$ cat src/rtl/keypad_pkg.sv
// Shared state encoding and default parameters for the keypad scan controller.
package keypad_pkg;

    localparam int unsigned NROWS_DEF           = 4;
    localparam int unsigned NCOLS_DEF           = 4;
    localparam int unsigned SYNC_STAGES_DEF     = 2;
    localparam int unsigned DEBOUNCE_CYCLES_DEF = 4;

    typedef enum logic [1:0] {
        ST_SCAN     = 2'd0,
        ST_DEBOUNCE = 2'd1,
        ST_HELD     = 2'd2,
        ST_RELEASE  = 2'd3
    } kp_state_e;

endpackage

$ cat src/rtl/keypad_scan_ctrl_if.sv
// Keypad pins and key-event outputs; slave is the controller side, master the keypad/consumer side.
interface keypad_scan_ctrl_if
    import keypad_pkg::*;
#(
    parameter int unsigned NROWS = NROWS_DEF,
    parameter int unsigned NCOLS = NCOLS_DEF
);
    localparam int unsigned CODE_W = $clog2(NROWS * NCOLS);

    logic [NROWS-1:0]  row_raw;
    logic [NCOLS-1:0]  col_drive;
    logic              key_valid;
    logic              key_release;
    logic              key_held;
    logic [CODE_W-1:0] key_code;

    modport slave (
        input  row_raw,
        output col_drive,
        output key_valid,
        output key_release,
        output key_held,
        output key_code
    );

    modport master (
        output row_raw,
        input  col_drive,
        input  key_valid,
        input  key_release,
        input  key_held,
        input  key_code
    );

endinterface

$ cat src/rtl/keypad_row_sync.sv
// Multi-stage flop delay line with synchronous reset to 0; used for row synchronisation
// and for the matching column-tag pipeline.
module keypad_row_sync #(
    parameter int unsigned WIDTH       = 4,
    parameter int unsigned SYNC_STAGES = 2
) (
    input  logic             clk,
    input  logic             reset,
    input  logic [WIDTH-1:0] i_d,
    output logic [WIDTH-1:0] o_q
);

    logic [WIDTH-1:0] r_stage [SYNC_STAGES];

    always_ff @(posedge clk) begin
        if (reset) begin
            for (int i = 0; i < int'(SYNC_STAGES); i++) begin
                r_stage[i] <= '0;
            end
        end else begin
            r_stage[0] <= i_d;
            for (int i = 1; i < int'(SYNC_STAGES); i++) begin
                r_stage[i] <= r_stage[i-1];
            end
        end
    end

    assign o_q = r_stage[SYNC_STAGES-1];

endmodule

$ cat src/rtl/keypad_scan_ctrl.sv
// Keypad matrix scanner: rotating column drive, tagged row synchronisation, debounce,
// and press/release event pulses. Build macro KEYSCAN_GHOST_REJECT_EN rejects multi-row samples.
module keypad_scan_ctrl
    import keypad_pkg::*;
#(
    parameter int unsigned NROWS           = NROWS_DEF,
    parameter int unsigned NCOLS           = NCOLS_DEF,
    parameter int unsigned SYNC_STAGES     = SYNC_STAGES_DEF,
    parameter int unsigned DEBOUNCE_CYCLES = DEBOUNCE_CYCLES_DEF
) (
    input  logic              clk,
    input  logic              reset,
    keypad_scan_ctrl_if.slave bus
);

    localparam int unsigned ROW_W  = $clog2(NROWS);
    localparam int unsigned COL_W  = $clog2(NCOLS);
    localparam int unsigned CODE_W = $clog2(NROWS * NCOLS);
    localparam int unsigned CNT_W  = $clog2(SYNC_STAGES + DEBOUNCE_CYCLES + 1);

    localparam logic [1:0] S_SCAN     = ST_SCAN;
    localparam logic [1:0] S_DEBOUNCE = ST_DEBOUNCE;
    localparam logic [1:0] S_HELD     = ST_HELD;
    localparam logic [1:0] S_RELEASE  = ST_RELEASE;

    localparam logic [NCOLS-1:0] COL_FIRST = {1'b1, {(NCOLS-1){1'b0}}};
    localparam logic [CNT_W-1:0] FLUSH_CNT = CNT_W'(SYNC_STAGES);
    localparam logic [CNT_W-1:0] DB_LAST   = CNT_W'(SYNC_STAGES + DEBOUNCE_CYCLES - 1);
    localparam logic [CNT_W-1:0] REL_LAST  = CNT_W'(DEBOUNCE_CYCLES - 1);

    // Next column toward bit 0, wrapping to the top column.
    function automatic logic [NCOLS-1:0] col_rotate(input logic [NCOLS-1:0] c);
        return {c[0], c[NCOLS-1:1]};
    endfunction

    logic [1:0]        r_state;
    logic [NCOLS-1:0]  r_col_drive;
    logic [CNT_W-1:0]  r_cnt;
    logic [ROW_W-1:0]  r_row_idx;
    logic [COL_W-1:0]  r_col_idx;
    logic [CODE_W-1:0] r_key_code;
    logic              r_key_valid;
    logic              r_key_release;
    logic              r_key_held;

    logic [NROWS-1:0]  w_row_sync;
    logic [NCOLS-1:0]  w_col_tag;
    logic              w_any_row;
    logic              w_tag_valid;
    logic              w_multi_row;
    logic              w_cap_bit;
    logic [ROW_W-1:0]  w_low_row;
    logic [COL_W-1:0]  w_tag_col;
    logic [CODE_W-1:0] w_key_code;

    logic [1:0]        w_state_nxt;
    logic [NCOLS-1:0]  w_col_nxt;
    logic [CNT_W-1:0]  w_cnt_nxt;
    logic [ROW_W-1:0]  w_row_idx_nxt;
    logic [COL_W-1:0]  w_col_idx_nxt;
    logic [CODE_W-1:0] w_code_nxt;
    logic              w_valid_nxt;
    logic              w_release_nxt;
    logic              w_held_nxt;

    keypad_row_sync #(
        .WIDTH       (NROWS),
        .SYNC_STAGES (SYNC_STAGES)
    ) u_row_sync (
        .clk   (clk),
        .reset (reset),
        .i_d   (bus.row_raw),
        .o_q   (w_row_sync)
    );

    // Column tag travels alongside the rows so each sample knows which column produced it.
    keypad_row_sync #(
        .WIDTH       (NCOLS),
        .SYNC_STAGES (SYNC_STAGES)
    ) u_tag_line (
        .clk   (clk),
        .reset (reset),
        .i_d   (r_col_drive),
        .o_q   (w_col_tag)
    );

    assign w_any_row   = |w_row_sync;
    assign w_tag_valid = |w_col_tag;
    assign w_cap_bit   = w_row_sync[r_row_idx];
    assign w_key_code  = CODE_W'(r_row_idx) * CODE_W'(NCOLS) + CODE_W'(r_col_idx);

`ifdef KEYSCAN_GHOST_REJECT_EN
    assign w_multi_row = ($countones(w_row_sync) > 1);
`else
    assign w_multi_row = 1'b0;
`endif

    // Lowest set row wins; column index decoded from the one-hot tag.
    always_comb begin
        w_low_row = '0;
        for (int i = int'(NROWS) - 1; i >= 0; i--) begin
            if (w_row_sync[i]) w_low_row = ROW_W'(i);
        end
        w_tag_col = '0;
        for (int i = 0; i < int'(NCOLS); i++) begin
            if (w_col_tag[i]) w_tag_col = COL_W'(i);
        end
    end

    always_comb begin
        w_state_nxt   = r_state;
        w_col_nxt     = r_col_drive;
        w_cnt_nxt     = r_cnt;
        w_row_idx_nxt = r_row_idx;
        w_col_idx_nxt = r_col_idx;
        w_code_nxt    = r_key_code;
        w_valid_nxt   = 1'b0;
        w_release_nxt = 1'b0;
        w_held_nxt    = r_key_held;

        case (r_state)
            S_SCAN: begin
                w_col_nxt = col_rotate(r_col_drive);
                if (w_any_row && w_tag_valid && !w_multi_row) begin
                    w_row_idx_nxt = w_low_row;
                    w_col_idx_nxt = w_tag_col;
                    w_col_nxt     = w_col_tag;
                    w_cnt_nxt     = '0;
                    w_state_nxt   = S_DEBOUNCE;
                end
            end
            // Counter first skips the samples still in flight from the rotating scan.
            S_DEBOUNCE: begin
                if (r_cnt < FLUSH_CNT) begin
                    w_cnt_nxt = r_cnt + CNT_W'(1);
                end else if (!w_cap_bit || w_multi_row) begin
                    w_col_nxt   = col_rotate(r_col_drive);
                    w_cnt_nxt   = '0;
                    w_state_nxt = S_SCAN;
                end else if (r_cnt == DB_LAST) begin
                    w_valid_nxt = 1'b1;
                    w_held_nxt  = 1'b1;
                    w_code_nxt  = w_key_code;
                    w_cnt_nxt   = '0;
                    w_state_nxt = S_HELD;
                end else begin
                    w_cnt_nxt = r_cnt + CNT_W'(1);
                end
            end
            S_HELD: begin
                if (!w_cap_bit) begin
                    w_cnt_nxt   = '0;
                    w_state_nxt = S_RELEASE;
                end
            end
            S_RELEASE: begin
                if (w_cap_bit) begin
                    w_cnt_nxt   = '0;
                    w_state_nxt = S_HELD;
                end else if (r_cnt == REL_LAST) begin
                    w_release_nxt = 1'b1;
                    w_held_nxt    = 1'b0;
                    w_col_nxt     = col_rotate(r_col_drive);
                    w_cnt_nxt     = '0;
                    w_state_nxt   = S_SCAN;
                end else begin
                    w_cnt_nxt = r_cnt + CNT_W'(1);
                end
            end
            default: begin
                w_col_nxt   = COL_FIRST;
                w_cnt_nxt   = '0;
                w_state_nxt = S_SCAN;
            end
        endcase
    end

    always_ff @(posedge clk) begin
        if (reset) begin
            r_state       <= S_SCAN;
            r_col_drive   <= COL_FIRST;
            r_cnt         <= '0;
            r_row_idx     <= '0;
            r_col_idx     <= '0;
            r_key_code    <= '0;
            r_key_valid   <= 1'b0;
            r_key_release <= 1'b0;
            r_key_held    <= 1'b0;
        end else begin
            r_state       <= w_state_nxt;
            r_col_drive   <= w_col_nxt;
            r_cnt         <= w_cnt_nxt;
            r_row_idx     <= w_row_idx_nxt;
            r_col_idx     <= w_col_idx_nxt;
            r_key_code    <= w_code_nxt;
            r_key_valid   <= w_valid_nxt;
            r_key_release <= w_release_nxt;
            r_key_held    <= w_held_nxt;
        end
    end

    assign bus.col_drive   = r_col_drive;
    assign bus.key_valid   = r_key_valid;
    assign bus.key_release = r_key_release;
    assign bus.key_held    = r_key_held;
    assign bus.key_code    = r_key_code;

endmodule

$ cat src/flat_wrapper.sv
// flat-port wrapper written by rule: the top's interface ports become plain ports
module keypad_scan_ctrl_flat import keypad_pkg::*;
#(
    parameter int unsigned NROWS           = NROWS_DEF,
    parameter int unsigned NCOLS           = NCOLS_DEF,
    parameter int unsigned SYNC_STAGES     = SYNC_STAGES_DEF,
    parameter int unsigned DEBOUNCE_CYCLES = DEBOUNCE_CYCLES_DEF
)
  (clk, reset, bus_row_raw, bus_col_drive, bus_key_valid, bus_key_release, bus_key_held, bus_key_code);
  keypad_scan_ctrl_if #(.NROWS(NROWS), .NCOLS(NCOLS)) bus_i ();
  input  logic clk;
  input  logic reset;
  input wire logic [$bits(bus_i.row_raw)-1:0] bus_row_raw;
  output wire logic [$bits(bus_i.col_drive)-1:0] bus_col_drive;
  output wire logic [$bits(bus_i.key_valid)-1:0] bus_key_valid;
  output wire logic [$bits(bus_i.key_release)-1:0] bus_key_release;
  output wire logic [$bits(bus_i.key_held)-1:0] bus_key_held;
  output wire logic [$bits(bus_i.key_code)-1:0] bus_key_code;
  assign bus_i.row_raw = bus_row_raw;
  assign bus_col_drive = bus_i.col_drive;
  assign bus_key_valid = bus_i.key_valid;
  assign bus_key_release = bus_i.key_release;
  assign bus_key_held = bus_i.key_held;
  assign bus_key_code = bus_i.key_code;
  keypad_scan_ctrl #(.NROWS(NROWS), .NCOLS(NCOLS), .SYNC_STAGES(SYNC_STAGES), .DEBOUNCE_CYCLES(DEBOUNCE_CYCLES)) u_core (.clk(clk), .reset(reset), .bus(bus_i));
endmodule
$ cat config.mk
export PLATFORM = sky130hd
export DESIGN_NAME = keypad_scan_ctrl_flat
export DESIGN_NICKNAME = d
export VERILOG_FILES = /design/src/rtl/keypad_pkg.sv /design/src/rtl/keypad_scan_ctrl_if.sv /design/src/rtl/keypad_row_sync.sv /design/src/rtl/keypad_scan_ctrl.sv /design/src/flat_wrapper.sv
export SDC_FILE = /design/constraint.sdc
export NUM_CORES = 1
export LEC_CHECK = 0
export BUFFER_PORTS_ARGS = -buffer_cell sky130_fd_sc_hd__buf_4
export CORE_MARGIN = 5
export CORE_UTILIZATION = 40
export DETAILED_ROUTE_END_ITERATION = 8
export GPL_TIMING_DRIVEN = 0
export HOLD_SLACK_MARGIN = 0.1
export REMOVE_ABC_BUFFERS = 1
export SYNTH_ARGS = -nofsm -noshare
export SYNTH_HDL_FRONTEND = slang
export SYNTH_SLANG_ARGS = --single-unit
$ cat constraint.sdc
create_clock -name clk -period 2.46 [get_ports clk]
set_input_delay 0.123 -clock clk [delete_from_list [all_inputs] [get_ports clk]]
set_output_delay 0.123 -clock clk [all_outputs]
set_load 0.01 [all_outputs]
After elaboration in Yosys (flattened, before gate mapping)

Memory sizes are Yosys's and may differ from the RTL's.
Cells that the tools add are included.

RAM bits: 16
Output and inout port bits: 11
Memories: 2
Logic and storage cells: 98
Register bits: 20
Input port bits: 6

Reductions and logical operators: 14
Add/subtract/negate cells: 2
Order comparisons: 2
Equal/unequal tests: 15
Bitwise gates (word level): 8
Multiplexer cells: 46

Memory list:

| name                      | depth | width | rd ports | clocked after Yosys merged registers in | wr ports | RTL line              | RTL |
|---|---|---|---|---|---|---|---|
| u_core.u_row_sync.r_stage | 2     | 4     | 2        | 0                                       | 2        | keypad_row_sync.sv:13 | `logic [WIDTH-1:0] r_stage [SYNC_STAGES];` |
| u_core.u_tag_line.r_stage | 2     | 4     | 2        | 0                                       | 2        | keypad_row_sync.sv:13 |  |

Operator list:

| cell                                                        | count |
|---|---|
| 2-to-1 mux 4 bit                                            | 9 |
| 2-to-1 mux 2 bit                                            | 13 |
| 2-to-1 mux 3 bit                                            | 7 |
| 2-to-1 mux 1 bit                                            | 12 |
| case mux 3 bit (4 select lines)                             | 1 |
| case mux 4 bit (3 select lines)                             | 1 |
| OR reduction 4 bit                                          | 3 |
| AND reduction 5 bit                                         | 2 |
| inequality test 2 x 1 -> 1 bit (second input constant)      | 4 |
| inequality test 2 bit (second input constant)               | 4 |
| case mux 2 bit (4 select lines)                             | 1 |
| AND reduction 6 bit                                         | 1 |
| adder 4 x 2 -> 4 bit                                        | 1 |
| == test 2 bit (second input constant)                       | 2 |
| inverter 1 bit                                              | 4 |
| OR 1 bit                                                    | 4 |
| AND reduction 2 bit                                         | 2 |
| AND reduction 4 bit                                         | 1 |
| adder 3 x 1 -> 3 bit (second input constant)                | 1 |
| == test 3 x 2 -> 1 bit (second input constant)              | 1 |
| == test 3 bit (second input constant)                       | 1 |
| less-than comparator 2 x 3 -> 1 bit (second input constant) | 1 |
| less-than comparator 3 x 2 -> 1 bit (second input constant) | 1 |
| inequality test 3 x 1 -> 1 bit (second input constant)      | 1 |
| 9 further kinds                                             | 9 |

Longest topological paths before layout

An unclocked memory read counts as a cell.

Word-level depth: 6
Mapped depth: 6
Mapped depth without buffers: 6

Modules after synthesis

Synthesis repeated with hierarchy kept, for this count alone.

Cells, all modules: 164
Area, all modules: 1594.0 um^2

By module, submodules not included:

| module           | area an instance (um^2) | cells each | sequential area each (um^2) | times used |
|---|---|---|---|---|
| keypad_scan_ctrl | 1113.6                  | 124        | 400.4                       | 1 |
| keypad_row_sync  | 240.2                   | 20         | 160.2                       | 2 |

Least setup slack after synthesis

Ideal clock, no wire load.

Path type: register to register
Start: register u_core.r_row_idx[1]
End: register u_core.r_cnt[0]
Clock period less this slack: 1695 ps
Library setup time: 136 ps
Cell stages (with the launch flop): 6
Setup slack: 765 ps
Data required time: 2324 ps
Arrival time: 1558 ps
Buffers on the path: 1
Cells stage by stage: dfxtp_1 > mux4_2 > buf_6 > and3_4 > a2111oi_0 > a211oi_1

Longest elaborated chain between the ends: 5
Elaborated cells between the ends (all ways): 8
Those cells by class: 1 x eq/ne; 6 x mux; 1 x reduce/logical

RTL lines:

| what                                       | RTL line                | RTL |
|---|---|---|
| start, declared                            | keypad_scan_ctrl.sv:39  | `logic [ROW_W-1:0] r_row_idx;` |
| start signal, assigned                     | keypad_scan_ctrl.sv:193 | `r_row_idx <= w_row_idx_nxt;` |
| binary-select mux 1 bit (select 2 bit) (*) | keypad_scan_ctrl.sv:89  | `assign w_cap_bit = w_row_sync[r_row_idx];` |
| 2-to-1 mux 1 bit (not written as such) (*) | keypad_scan_ctrl.sv:89  |  |
| 2-to-1 mux 3 bit                           | keypad_scan_ctrl.sv:136 | `end else if (!w_cap_bit \|\| w_multi_row) begin` |
| 2-to-1 mux 3 bit                           | keypad_scan_ctrl.sv:134 | `if (r_cnt < FLUSH_CNT) begin` |
| case mux 3 bit (4 select lines)            | keypad_scan_ctrl.sv:121 | `case (r_state)` |
| end signal, assigned                       | keypad_scan_ctrl.sv:192 | `r_cnt <= w_cnt_nxt;` |
| end, declared                              | keypad_scan_ctrl.sv:38  | `logic [CNT_W-1:0] r_cnt;` |

Every way passes the cells marked *; elsewhere a longest branch is shown, timed or not. The select of a mux whose other input is x is not followed.
A chain may end at the register's enable or synchronous reset.

Final worst setup path

Start: register u_core.r_row_idx[1]
End: register u_core.r_state[0]

Longest elaborated chain between the ends: 5
Elaborated cells between the ends (all ways): 10
Those cells by class: 3 x eq/ne; 6 x mux; 1 x reduce/logical

RTL lines:

| what                                       | RTL line                | RTL |
|---|---|---|
| binary-select mux 1 bit (select 2 bit) (*) | keypad_scan_ctrl.sv:89  |  |
| 2-to-1 mux 1 bit (not written as such) (*) | keypad_scan_ctrl.sv:89  |  |
| 2-to-1 mux 2 bit                           | keypad_scan_ctrl.sv:136 |  |
| 2-to-1 mux 2 bit                           | keypad_scan_ctrl.sv:134 |  |
| case mux 2 bit (4 select lines)            | keypad_scan_ctrl.sv:121 |  |
| end signal, assigned                       | keypad_scan_ctrl.sv:190 | `r_state <= w_state_nxt;` |
| end, declared                              | keypad_scan_ctrl.sv:36  | `logic [1:0] r_state;` |

Marked as above.

==> impl_metrics.env <==
export IMPL_status="completed"
export IMPL_drv_slew=0
export IMPL_endpoint_kind="register"
export IMPL_drc=0
export IMPL_synth_xor_area_share_pct=0
export IMPL_grt_pass1_wl_microns=4830
export IMPL_cap_violations=0
export IMPL_synthAdderAreaFrac_pct=3.404
export IMPL_syn_to_final_growth_pct=20.43
export IMPL_final_hold_violation_count=0
export IMPL_postSynthAreaPerCell_sq_um=10.00
export IMPL_synthTopCellsByCount="36 x dfxtp_1, 17 x nor2b_1, 13 x nor2_1"
export IMPL_fp_dieArea_sq_um=4988
export IMPL_yosysTopAreaCell="dfxtp_1"
export IMPL_stdcell_count=217
export IMPL_synth_area_leaders="dfxtp_1 49%, nor2b_1 7.2%, ha_1 3.4%"
export IMPL_wl_per_cell_microns=13.21
export IMPL_setup_viol=0
export IMPL_cp_arrival_ns=2.16
export IMPL_cts_tree="built"
export IMPL_place_hpwl_microns=1977
export IMPL_grtUsageTotal_pct=12.39
export IMPL_synthArstFlopShare_pct=0
export IMPL_ff2ff_setup_slack_ns=0.53
export IMPL_fmax_mhz=518.2
export IMPL_synthCells=147
export IMPL_via_per_inst=5.171
export IMPL_port_buffers=16
export IMPL_fin_crit_sh_pct=78.45
export IMPL_antenna_cells=0
export IMPL_path_max_fanout=10
export IMPL_synth_simple_area_share_pct=22.81
export IMPL_synth_compound_area_share_pct=15.40
export IMPL_nets=178
export IMPL_synth_cell_area_sq_um=1470
export IMPL_skew_ns=0.004796
export IMPL_die_h_microns=70.63
export IMPL_seq_area_frac_synth_pct=49.02
export IMPL_cts_sinks=36
export IMPL_power_density_nw_per_um2=735.6
export IMPL_grt_pass1_vias=1096
export IMPL_start_util_pct=40.77
export IMPL_slew_headroom_pct=37.79
export IMPL_synth_most_common_cell="dfxtp_1"
export IMPL_critPathLaunchType="register"
export IMPL_cts_max_level=2
export IMPL_setup_tns_final_ns=0
export IMPL_first_iter_violations=51
export IMPL_synth_area_mux_share_pct=4.936
export IMPL_synth_edf_count=0
export IMPL_synth_ff_type="dfxtp_1"
export IMPL_synth_top_cell_area_share_pct=49.02
export IMPL_clkTransAtPathRegs_ns=0.07
export IMPL_die_w_microns=70.63
export IMPL_utilization_pct=49.10
export IMPL_ys_types=39
export IMPL_required_ns=2.69
export IMPL_grt_max_degree=37
export IMPL_drive_gt1_share_pct=20.71
export IMPL_leakagePower_nw=0.7131
export IMPL_dp_cells=205
export IMPL_rsz0062_at_grt="no"
export IMPL_total_power_w=0.001302
export IMPL_numCtsBuffers=5
export IMPL_holdWs_ns=0.2330
export IMPL_postRouteAntennaNets=0
export IMPL_coreArea_sq_um=3606
export IMPL_peakVddDrop_uv=369.1
export IMPL_grt_overflow=0
export IMPL_clock_latency_ns=0.28
export IMPL_min_period_ns=1.930
export IMPL_ys_seq_elements=36
export IMPL_num_io_pins=17
export IMPL_cts_setup_buffers=0
export IMPL_gp_congestion=0.8105
export IMPL_worstMarginPinSlew_ns=0.9246
export IMPL_critical_path_class="register to register"
export IMPL_rows=22
export IMPL_clock_path_buffers=2
export IMPL_routed_wl_microns=2866
export IMPL_synth_warnings=0
export IMPL_firstDrtPassIters=4
export IMPL_grt_antenna_before_repair=0
export IMPL_dr_total_vias=1122
export IMPL_hold_path_class="primary input to register"
export IMPL_cts_root_buf="clkbuf_8"
export IMPL_synth_top_family_by_area="simple AND/OR/NAND/NOR gates"
-- layout by cell type, fill, tap and decap left out, drive strengths merged, types with 5 or more instances in the layout --
| cell type | instances |
|---|---|
| a211oi | 5 |
| buf | 16 |
| clkbuf | 5 |
| dfxtp | 36 |
| inv | 9 |
| mux2i | 5 |
| nor2 | 13 |
| nor2b | 17 |
| nor3 | 5 |
-- power by group --
| part | switching [W] | internal (W) |
|---|---|---|
| combinational | 0.0000763 | 0.0000705 |
| sequential | 0.0000292 | 0.000619 |
| clock | 0.000207 | 0.000300 |
| total | 0.000313 | 0.000989 |
-- worst paths after layout --
path                                    from                         endpoint  cells after the start
min                                    reset           u_core.bus.key_code[0]                      2
min reg2reg  u_core.u_row_sync.r_stage[0][0]  u_core.u_row_sync.r_stage[0][4]                      1
max                      u_core.r_row_idx[1]                u_core.r_state[0]                      4
max reg2reg              u_core.r_row_idx[1]                u_core.r_state[0]                      4
-- layer usage --
layer	vias up	GRT usage, %	part of all wire [%]
li1	559	-	-
met4	0	6.472	0.66
met5	-	0	0
met3	2	5.398	4.8
met2	29	19.85	50
met1	532	13.96	44
-- flip-flops by register name (all words and copies together) (netlist names), named ones only --
signal,count
u_core.bus.key_held,1
u_core.r_cnt,3
u_core.bus.key_valid,1
u_core.r_col_idx,2
u_core.bus.key_release,1
u_core.r_state,1
u_core.u_tag_line.r_stage,8
u_core.r_row_idx,2
u_core.bus.key_code,4
u_core.bus.col_drive,4
u_core.u_row_sync.r_stage,8
-- through the flow --
stage | area, sq um | setup WS [ns]
finish | 1770 | 0.5301
global route | 1770 | 0.4481
CTS | 1770 | 0.5411
detailed placement | 1619 | 0.5566
global placement | 1619 | 0.5515
floorplan | 1439 | 0.7447
-- worst max-delay path, stage by stage, from the launching register on --
cell and delay [ns]:
dfxtp_1 0.39, mux4_2 0.67, and2_2 0.26, o21ai_0 0.33
o311a_2 0.24
-- cells by family (layout without fill, tap and decap cells) --
family | after synthesis | count (layout)
adder cells (fa/ha/maj) | 4 | 4
AND/OR/NAND/NOR | 57 | 57
buffers and inverters | 15 | 37
multiplexers | 6 | 6
flip-flops | 36 | 36
AO/OA/AOI/OAI | 29 | 29
-- layout make-up --
cell class              instances  area, sq um
clock buffers                   5        68.82
clock inverters                 3        42.54
fillers                       343         1836
inverters                       9        33.78
multi-input cells              96        684.4
flip-flops and latches         36        720.7
well taps                      48        60.06
repair buffers                 20        160.2
-- repair_timing --
item,4_1_cts,5_1_grt
hold endpoints to repair,4,0
resized for setup,0,0
hold buffers,4,0
Power figures use the tool's default switching activity.
